**src/rtl/riscv8_pkg.sv**
```systemverilog
// Shared definitions for the 8-bit RISC-V pipeline.
// Holds opcode constants, ALU op-class encodings and the 9-bit control
// bundle layout used by the IF/ID, ID/EX and EX/MEM stages, plus helpers
// that decide which source registers an instruction actually reads.
package riscv8_pkg;

    // Major opcodes
    localparam logic [6:0] OP_R   = 7'b0110011;
    localparam logic [6:0] OP_LD  = 7'b0000011;
    localparam logic [6:0] OP_SD  = 7'b0100011;
    localparam logic [6:0] OP_BEQ = 7'b1100011;
    localparam logic [6:0] OP_JAL = 7'b1101111;

    // ALU op classes produced by the control decoder
    localparam logic [1:0] ALU_OP_ADD   = 2'b00;
    localparam logic [1:0] ALU_OP_SUB   = 2'b01;
    localparam logic [1:0] ALU_OP_FUNCT = 2'b10;
    localparam logic [1:0] ALU_OP_JAL   = 2'b11;

    localparam int unsigned CTRL_W = 9;

    // Control bundle, MSB first: valid, branch, mem_read, mem_to_reg,
    // mem_write, alu_src, reg_write, alu_op[1:0]
    typedef struct packed {
        logic       valid;
        logic       branch;
        logic       mem_read;
        logic       mem_to_reg;
        logic       mem_write;
        logic       alu_src;
        logic       reg_write;
        logic [1:0] alu_op;
    } ctrl_t;

    // jal ignores its rs1 field
    function automatic logic uses_rs1(input logic [1:0] alu_op);
        return alu_op != ALU_OP_JAL;
    endfunction

    // rs2 is read by register-register ops and by stores (store data)
    function automatic logic uses_rs2(input logic alu_src, input logic mem_write);
        return ~alu_src | mem_write;
    endfunction

endpackage

```
**src/rtl/id_ex_stage_hazard_detect.sv**
```systemverilog
// Load-use hazard detector (purely combinational).
// Ports:
//   id_valid, id_rs1, id_rs2    decode-slot validity and source indices
//   use_rs1, use_rs2            whether the decode instruction reads rs1/rs2
//   ex_valid, ex_mem_read, ex_rd  registered EX-stage load information
//   haz_c                       load in EX writes a register ID needs now
module hazard_detect #(
    parameter int unsigned REG_W = 5
) (
    input  logic             id_valid,
    input  logic [REG_W-1:0] id_rs1,
    input  logic [REG_W-1:0] id_rs2,
    input  logic             use_rs1,
    input  logic             use_rs2,
    input  logic             ex_valid,
    input  logic             ex_mem_read,
    input  logic [REG_W-1:0] ex_rd,
    output logic             haz_c
);

    logic load_in_ex_c;
    logic rs1_hit_c;
    logic rs2_hit_c;

    // x0 is never a real destination, so a load to x0 cannot cause a hazard
    assign load_in_ex_c = ex_valid & ex_mem_read & (ex_rd != REG_W'(0));
    assign rs1_hit_c    = use_rs1 & (ex_rd == id_rs1);
    assign rs2_hit_c    = use_rs2 & (ex_rd == id_rs2);
    assign haz_c        = id_valid & load_in_ex_c & (rs1_hit_c | rs2_hit_c);

endmodule

```
**src/rtl/id_ex_stage.sv**
```systemverilog
// ID/EX pipeline register with load-use hazard handling.
// Captures decoded controls, operands and register indices into EX. On a
// load-use hazard it inserts a bubble and raises stall so fetch/decode hold;
// on flush it squashes the wrong-path ID instruction. bubble_cnt counts
// hazard bubbles (saturating) for performance debug.
// Ports:
//   clk, reset            clock, async active-high reset
//   id_*                  decode-stage controls, operands, indices
//   flush                 taken branch/jal in EX, ID slot is wrong-path
//   cnt_clr               synchronous clear of bubble_cnt
//   ex_*, ex_valid        registered EX-stage copies
//   stall                 combinational freeze request for PC and IF/ID
//   bubble_cnt            saturating hazard-bubble count
module id_ex_stage
    import riscv8_pkg::*;
#(
    parameter int unsigned DATA_W = 8,
    parameter int unsigned REG_W  = 5
) (
    input  logic              clk,
    input  logic              reset,
    input  logic              id_valid,
    input  logic              id_branch,
    input  logic              id_mem_read,
    input  logic              id_mem_to_reg,
    input  logic              id_mem_write,
    input  logic              id_alu_src,
    input  logic              id_reg_write,
    input  logic [1:0]        id_alu_op,
    input  logic [DATA_W-1:0] id_rs1_data,
    input  logic [DATA_W-1:0] id_rs2_data,
    input  logic [DATA_W-1:0] id_imm,
    input  logic [DATA_W-1:0] id_pc,
    input  logic [REG_W-1:0]  id_rs1,
    input  logic [REG_W-1:0]  id_rs2,
    input  logic [REG_W-1:0]  id_rd,
    input  logic [3:0]        id_funct,
    input  logic              flush,
    input  logic              cnt_clr,
    output logic              ex_valid,
    output logic              ex_branch,
    output logic              ex_mem_read,
    output logic              ex_mem_to_reg,
    output logic              ex_mem_write,
    output logic              ex_alu_src,
    output logic              ex_reg_write,
    output logic [1:0]        ex_alu_op,
    output logic [DATA_W-1:0] ex_rs1_data,
    output logic [DATA_W-1:0] ex_rs2_data,
    output logic [DATA_W-1:0] ex_imm,
    output logic [DATA_W-1:0] ex_pc,
    output logic [REG_W-1:0]  ex_rs1,
    output logic [REG_W-1:0]  ex_rs2,
    output logic [REG_W-1:0]  ex_rd,
    output logic [3:0]        ex_funct,
    output logic              stall,
    output logic [7:0]        bubble_cnt
);

    localparam int unsigned CNT_W   = 8;
    localparam logic [CNT_W-1:0] CNT_MAX = '1;

    ctrl_t             ctrl_q;
    ctrl_t             id_ctrl_c;
    logic              haz_c;
    logic [DATA_W-1:0] rs1_data_q;
    logic [DATA_W-1:0] rs2_data_q;
    logic [DATA_W-1:0] imm_q;
    logic [DATA_W-1:0] pc_q;
    logic [REG_W-1:0]  rs1_q;
    logic [REG_W-1:0]  rs2_q;
    logic [REG_W-1:0]  rd_q;
    logic [3:0]        funct_q;
    logic [CNT_W-1:0]  cnt_q;

    hazard_detect #(
        .REG_W (REG_W)
    ) u_hazard_detect (
        .id_valid    (id_valid),
        .id_rs1      (id_rs1),
        .id_rs2      (id_rs2),
        .use_rs1     (uses_rs1(id_alu_op)),
        .use_rs2     (uses_rs2(id_alu_src, id_mem_write)),
        .ex_valid    (ctrl_q.valid),
        .ex_mem_read (ctrl_q.mem_read),
        .ex_rd       (rd_q),
        .haz_c       (haz_c)
    );

    // A flush already kills the ID instruction, so no freeze is needed
    assign stall = haz_c & ~flush;

    // Decode controls, zeroed for an empty slot; if-form maps x on mem_to_reg to 0
    always_comb begin
        id_ctrl_c = '0;
        if (id_valid) begin
            id_ctrl_c.valid     = 1'b1;
            id_ctrl_c.branch    = id_branch;
            id_ctrl_c.mem_read  = id_mem_read;
            id_ctrl_c.mem_write = id_mem_write;
            id_ctrl_c.alu_src   = id_alu_src;
            id_ctrl_c.reg_write = id_reg_write;
            id_ctrl_c.alu_op    = id_alu_op;
            if (id_mem_to_reg) begin
                id_ctrl_c.mem_to_reg = 1'b1;
            end
        end
    end

    // Pipeline register: flush or hazard inserts a bubble, data fields hold
    always_ff @(posedge clk or posedge reset) begin
        if (reset) begin
            ctrl_q     <= '0;
            rs1_data_q <= '0;
            rs2_data_q <= '0;
            imm_q      <= '0;
            pc_q       <= '0;
            rs1_q      <= '0;
            rs2_q      <= '0;
            rd_q       <= '0;
            funct_q    <= '0;
        end else if (flush | haz_c) begin
            ctrl_q <= '0;
        end else begin
            ctrl_q     <= id_ctrl_c;
            rs1_data_q <= id_rs1_data;
            rs2_data_q <= id_rs2_data;
            imm_q      <= id_imm;
            pc_q       <= id_pc;
            rs1_q      <= id_rs1;
            rs2_q      <= id_rs2;
            rd_q       <= id_rd;
            funct_q    <= id_funct;
        end
    end

    // Saturating bubble counter; clear beats increment
    always_ff @(posedge clk or posedge reset) begin
        if (reset) begin
            cnt_q <= '0;
        end else if (cnt_clr) begin
            cnt_q <= '0;
        end else if (stall && (cnt_q != CNT_MAX)) begin
            cnt_q <= cnt_q + CNT_W'(1);
        end
    end

    assign ex_valid      = ctrl_q.valid;
    assign ex_branch     = ctrl_q.branch;
    assign ex_mem_read   = ctrl_q.mem_read;
    assign ex_mem_to_reg = ctrl_q.mem_to_reg;
    assign ex_mem_write  = ctrl_q.mem_write;
    assign ex_alu_src    = ctrl_q.alu_src;
    assign ex_reg_write  = ctrl_q.reg_write;
    assign ex_alu_op     = ctrl_q.alu_op;
    assign ex_rs1_data   = rs1_data_q;
    assign ex_rs2_data   = rs2_data_q;
    assign ex_imm        = imm_q;
    assign ex_pc         = pc_q;
    assign ex_rs1        = rs1_q;
    assign ex_rs2        = rs2_q;
    assign ex_rd         = rd_q;
    assign ex_funct      = funct_q;
    assign bubble_cnt    = cnt_q;

endmodule

```
**config.mk**
```make
export PLATFORM = sky130hd
export DESIGN_NAME = id_ex_stage
export DESIGN_NICKNAME = d
export VERILOG_FILES = /design/src/rtl/riscv8_pkg.sv /design/src/rtl/id_ex_stage_hazard_detect.sv /design/src/rtl/id_ex_stage.sv
export SDC_FILE = /design/constraint.sdc
export NUM_CORES = 1
export LEC_CHECK = 0
export ABC_CLOCK_PERIOD_IN_PS = 4100
export BUFFER_PORTS_ARGS = -buffer_cell sky130_fd_sc_hd__buf_4
export CAP_MARGIN = 20
export CORE_ASPECT_RATIO = 1.4
export CORE_UTILIZATION = 49
export DETAILED_ROUTE_END_ITERATION = 12
export PLACE_DENSITY = 0.95
export SLEW_MARGIN = 20
export SYNTH_ARGS = -nofsm -noshare
export SYNTH_HDL_FRONTEND = slang
export SYNTH_SLANG_ARGS = --single-unit
```
**constraint.sdc**
```tcl
create_clock -name clk -period 4.1 [get_ports clk]
set_input_delay 0.82 -clock clk [delete_from_list [all_inputs] [get_ports clk]]
set_output_delay 0.82 -clock clk [all_outputs]
set_load 0.05 [all_outputs]
```
==> metrics.md <==
| Metric | Value |
|---|---|
| Max_slew headroom | between 40 and 50% |
| Gr usage total | between 20% and 30% |
| Final #Nets | between 400 and 500 |
| Post-DP HPWL | 5.22 mm |
| Crit path time final | 3.07 ns |
| # resized after CTS | 0 |
| Sequential power share | 43.1% |
| Max cap viols | 0 |
| Most common cell in the netlist | dfrtp_1 |
| P_leak | 1.95 nW |
| GRT overflow | 0 |
| Synth unique cells | 35 |
| Core area | 5490 um^2 |
| Die H | 91.2 um |
| CTS clk-pin slew, worst paths | 0.08 ns |
| Pin count of the biggest net entering global routing | 50 |
| ANT nets after route | 0 |
| Hold/Removal Path Class | reg2reg |
| Clock buffer depth | 2 |
| Sw Ratio | 32.5% |
| # setup viols final | 0 |
| Sw Pwr | ~570 uW |
| Met2 usage | between 40% and 50% |
| Combinational Power Share | ~25% |
| Initial antenna violation count | 0 |
| Largest cells by area after synthesis | dfrtp_1, mux2_2, xnor2_1 |
| Tcrit/Tclk final | between 70% and 80% |
| Post-Route WL | 6.89 mm |
| Critical Path RT | 3.28 ns |
| PnR worst setup slack | 1.03 ns |
| Post-synth top area share | 61.0% |
| Setup TNS | 0 ns |
| First-pass GRT wire length | 10.8 mm |
| Synth warn | 0 |
| Clock latency on the worst-skew pair | between 0.3 and 0.4 ns |
| P_int | 1.19 mW |
| Top cells by count, synth | dfrtp_1, mux2_2, a21oi_1, and3_1, xnor2_1 |
| CTS buffer count | 9 |
| Fin. Hold Viols | 0 |
| Worst setup SP type | primary input |
| Worst Setup End Kind | output port |
| IO buf count | 132 |
| Worst-Margin Slew | 0.845 ns |
| Vias in the first global route | ~2300 |
| CTS Sinks | 68 |
| Yosys top cell by area | dfrtp_1 |
| CTS Root Cell | clkbuf_8 |
| Slew Viols, Final | 0 |
| GP Congestion | 0.879 |
| Clk_skew | 0.00957 ns |
| # hold bufs at CTS | 0 |
| Fmax | 326 MHz |
| Post-synth top flop | dfrtp_1 |
| Post-synth EDFFs | 0 |
| Die ar. | 6000 um^2 |
| Syn_area_per_cell | 13.9 um^2 |
| Setup Fix Bufs, Post-CTS | 0 |
| CP Class | in2out |
| Outcome | complete, no violations |
| Placement row count | 32 |
| Area grow syn2layout | 45.7% |
| Clock power frac | about a third |
| Initial Util | 50.8% |
| FF+latch count, synth | 68 |
| Initial DRC Count | 72 |
| # H-tree levels | 3 |
| Fin util | 74.0% |
| Power Dens Cells | 434 nW/um^2 |
| CTS tree | built |
| Pre-CTS WS | 1.02 ns |
| Post-Syn Nets | 265 |
| Share of cells above drive strength 1 | between 50% and 60% |
| Vias per cell | 5.40 |
| Met3 Use GR | 5.03% |
| Die X | between 60 and 70 um |
| M1 GR Usage | a little over a quarter |
| Max VDD drop | 317 uV |
| Cell Area, Synth | 2790 um^2 |
| Sequential fraction of the synthesis area | 61.0% |
| I/O Pins | 133 |
| Post-Syn Instances | 200 |
| Unrepaired setup endpoints after global routing | false |
| Top Usage Layer GRT | met2 |
| Worst-path fanout max | 3 |
| Drt wl/cell | 16.8 um |
| Post-synthesis async set-or-reset flop share | 100% |
| Via count | 2215 |
| ANT cells | 0 |
| CP arrival | around 2.3 ns |
| Drc violations | 0 |
| Drt pass-1 iters | 4 |
logic make-up after synthesis:
group	synth area share, %
multiplexers	19.4
XOR/XNOR	2.83
buffers and inverters	2.38
adder cells (fa/ha/maj)	0.449
AND/OR/NAND/NOR	7.76
flip-flops	61.0
AO/OA/AOI/OAI	6.15
layer usage:
| layer | vias up | wire, um |
|---|---|---|
| li1 | 1000 | - |
| met1 | 1105 | 2440 |
| met2 | 91 | 3810 |
| met3 | 19 | 401 |
| met4 | 0 | 228 |
| met5 | - | 0 |
power by group through the flow:
| stage | Sequential, mW | Clock [mW] | Combinational [mW] |
|---|---|---|---|
| floorplan | 0.958 | 0 | 0.0951 |
| global placement | 0.769 | 0 | 0.442 |
| detailed placement | 0.773 | 0 | 0.451 |
| CTS | 0.760 | 0.566 | 0.452 |
| global route | 0.767 | 0.593 | 0.468 |
| finish | 0.760 | 0.554 | 0.448 |
worst paths after layout:
check / to / depth (start not counted) / start / slack [ns]
max: stall / 8 / id_rs1[0] / 1.03
min: ex_pc[7] / 1 / ex_pc[7] / 0.51
max reg2reg: ex_funct[3] / 7 / ex_rd[0] / 1.67
min reg2reg: ex_pc[7] / 1 / ex_pc[7] / 0.51
max in group asynchronous: ex_rd[2] / 3 / reset / 2.71
min in group asynchronous: ex_rs1[1] / 2 / reset / 0.63
cell usage in the layout (no fill, tap or decap), drive strengths merged:
cell type,count
nor4b,1
and3,8
nand4,2
o21ai,2
dfrtp,68
inv,5
clkbuf,11
nor2,4
o22ai,1
nand3,4
a21oi,9
o31ai,5
bufinv,1
nand2,4
or3,1
ha,1
o2111ai,1
buf,135
o21bai,1
mux2,48
or4,5
xor2,3
xnor2,6
and2,2
nor3,1
a211oi,1
a222oi,1
and4,2
a41oi,1
clkinvlp,1
clkinv,3
or2,1
a22o,3
critical path, cell delays in order:
cell and delay (ns):
buf_4 0.12, xnor2_1 0.15, nand4_1 0.12, a211oi_1 0.42
or2_2 0.24, nand2_1 0.08, nor2_1 0.10, buf_4 0.20
cell type report:
class                   instances  area, um^2
well taps                      68        85.1
fillers                       370        1420
multi-input cells             118        1030
clock buffers                  11         141
clock inverters                 5        60.1
inverters                       5        20.0
flip-flops and latches         68        1700
repair buffers                135        1030
through the flow:
step                instance area [um^2]  power, mW  cells  hold WS [ns]
floorplan                           2790       1.05    200         0.802
global placement                    3860       1.21    394         0.490
detailed placement                  3860       1.22    394         0.497
CTS                                 4060       1.78    410         0.514
global route                        4060       1.83    410         0.529
finish                              4060       1.76    410         0.511
(Power assumes the default switching activity.)
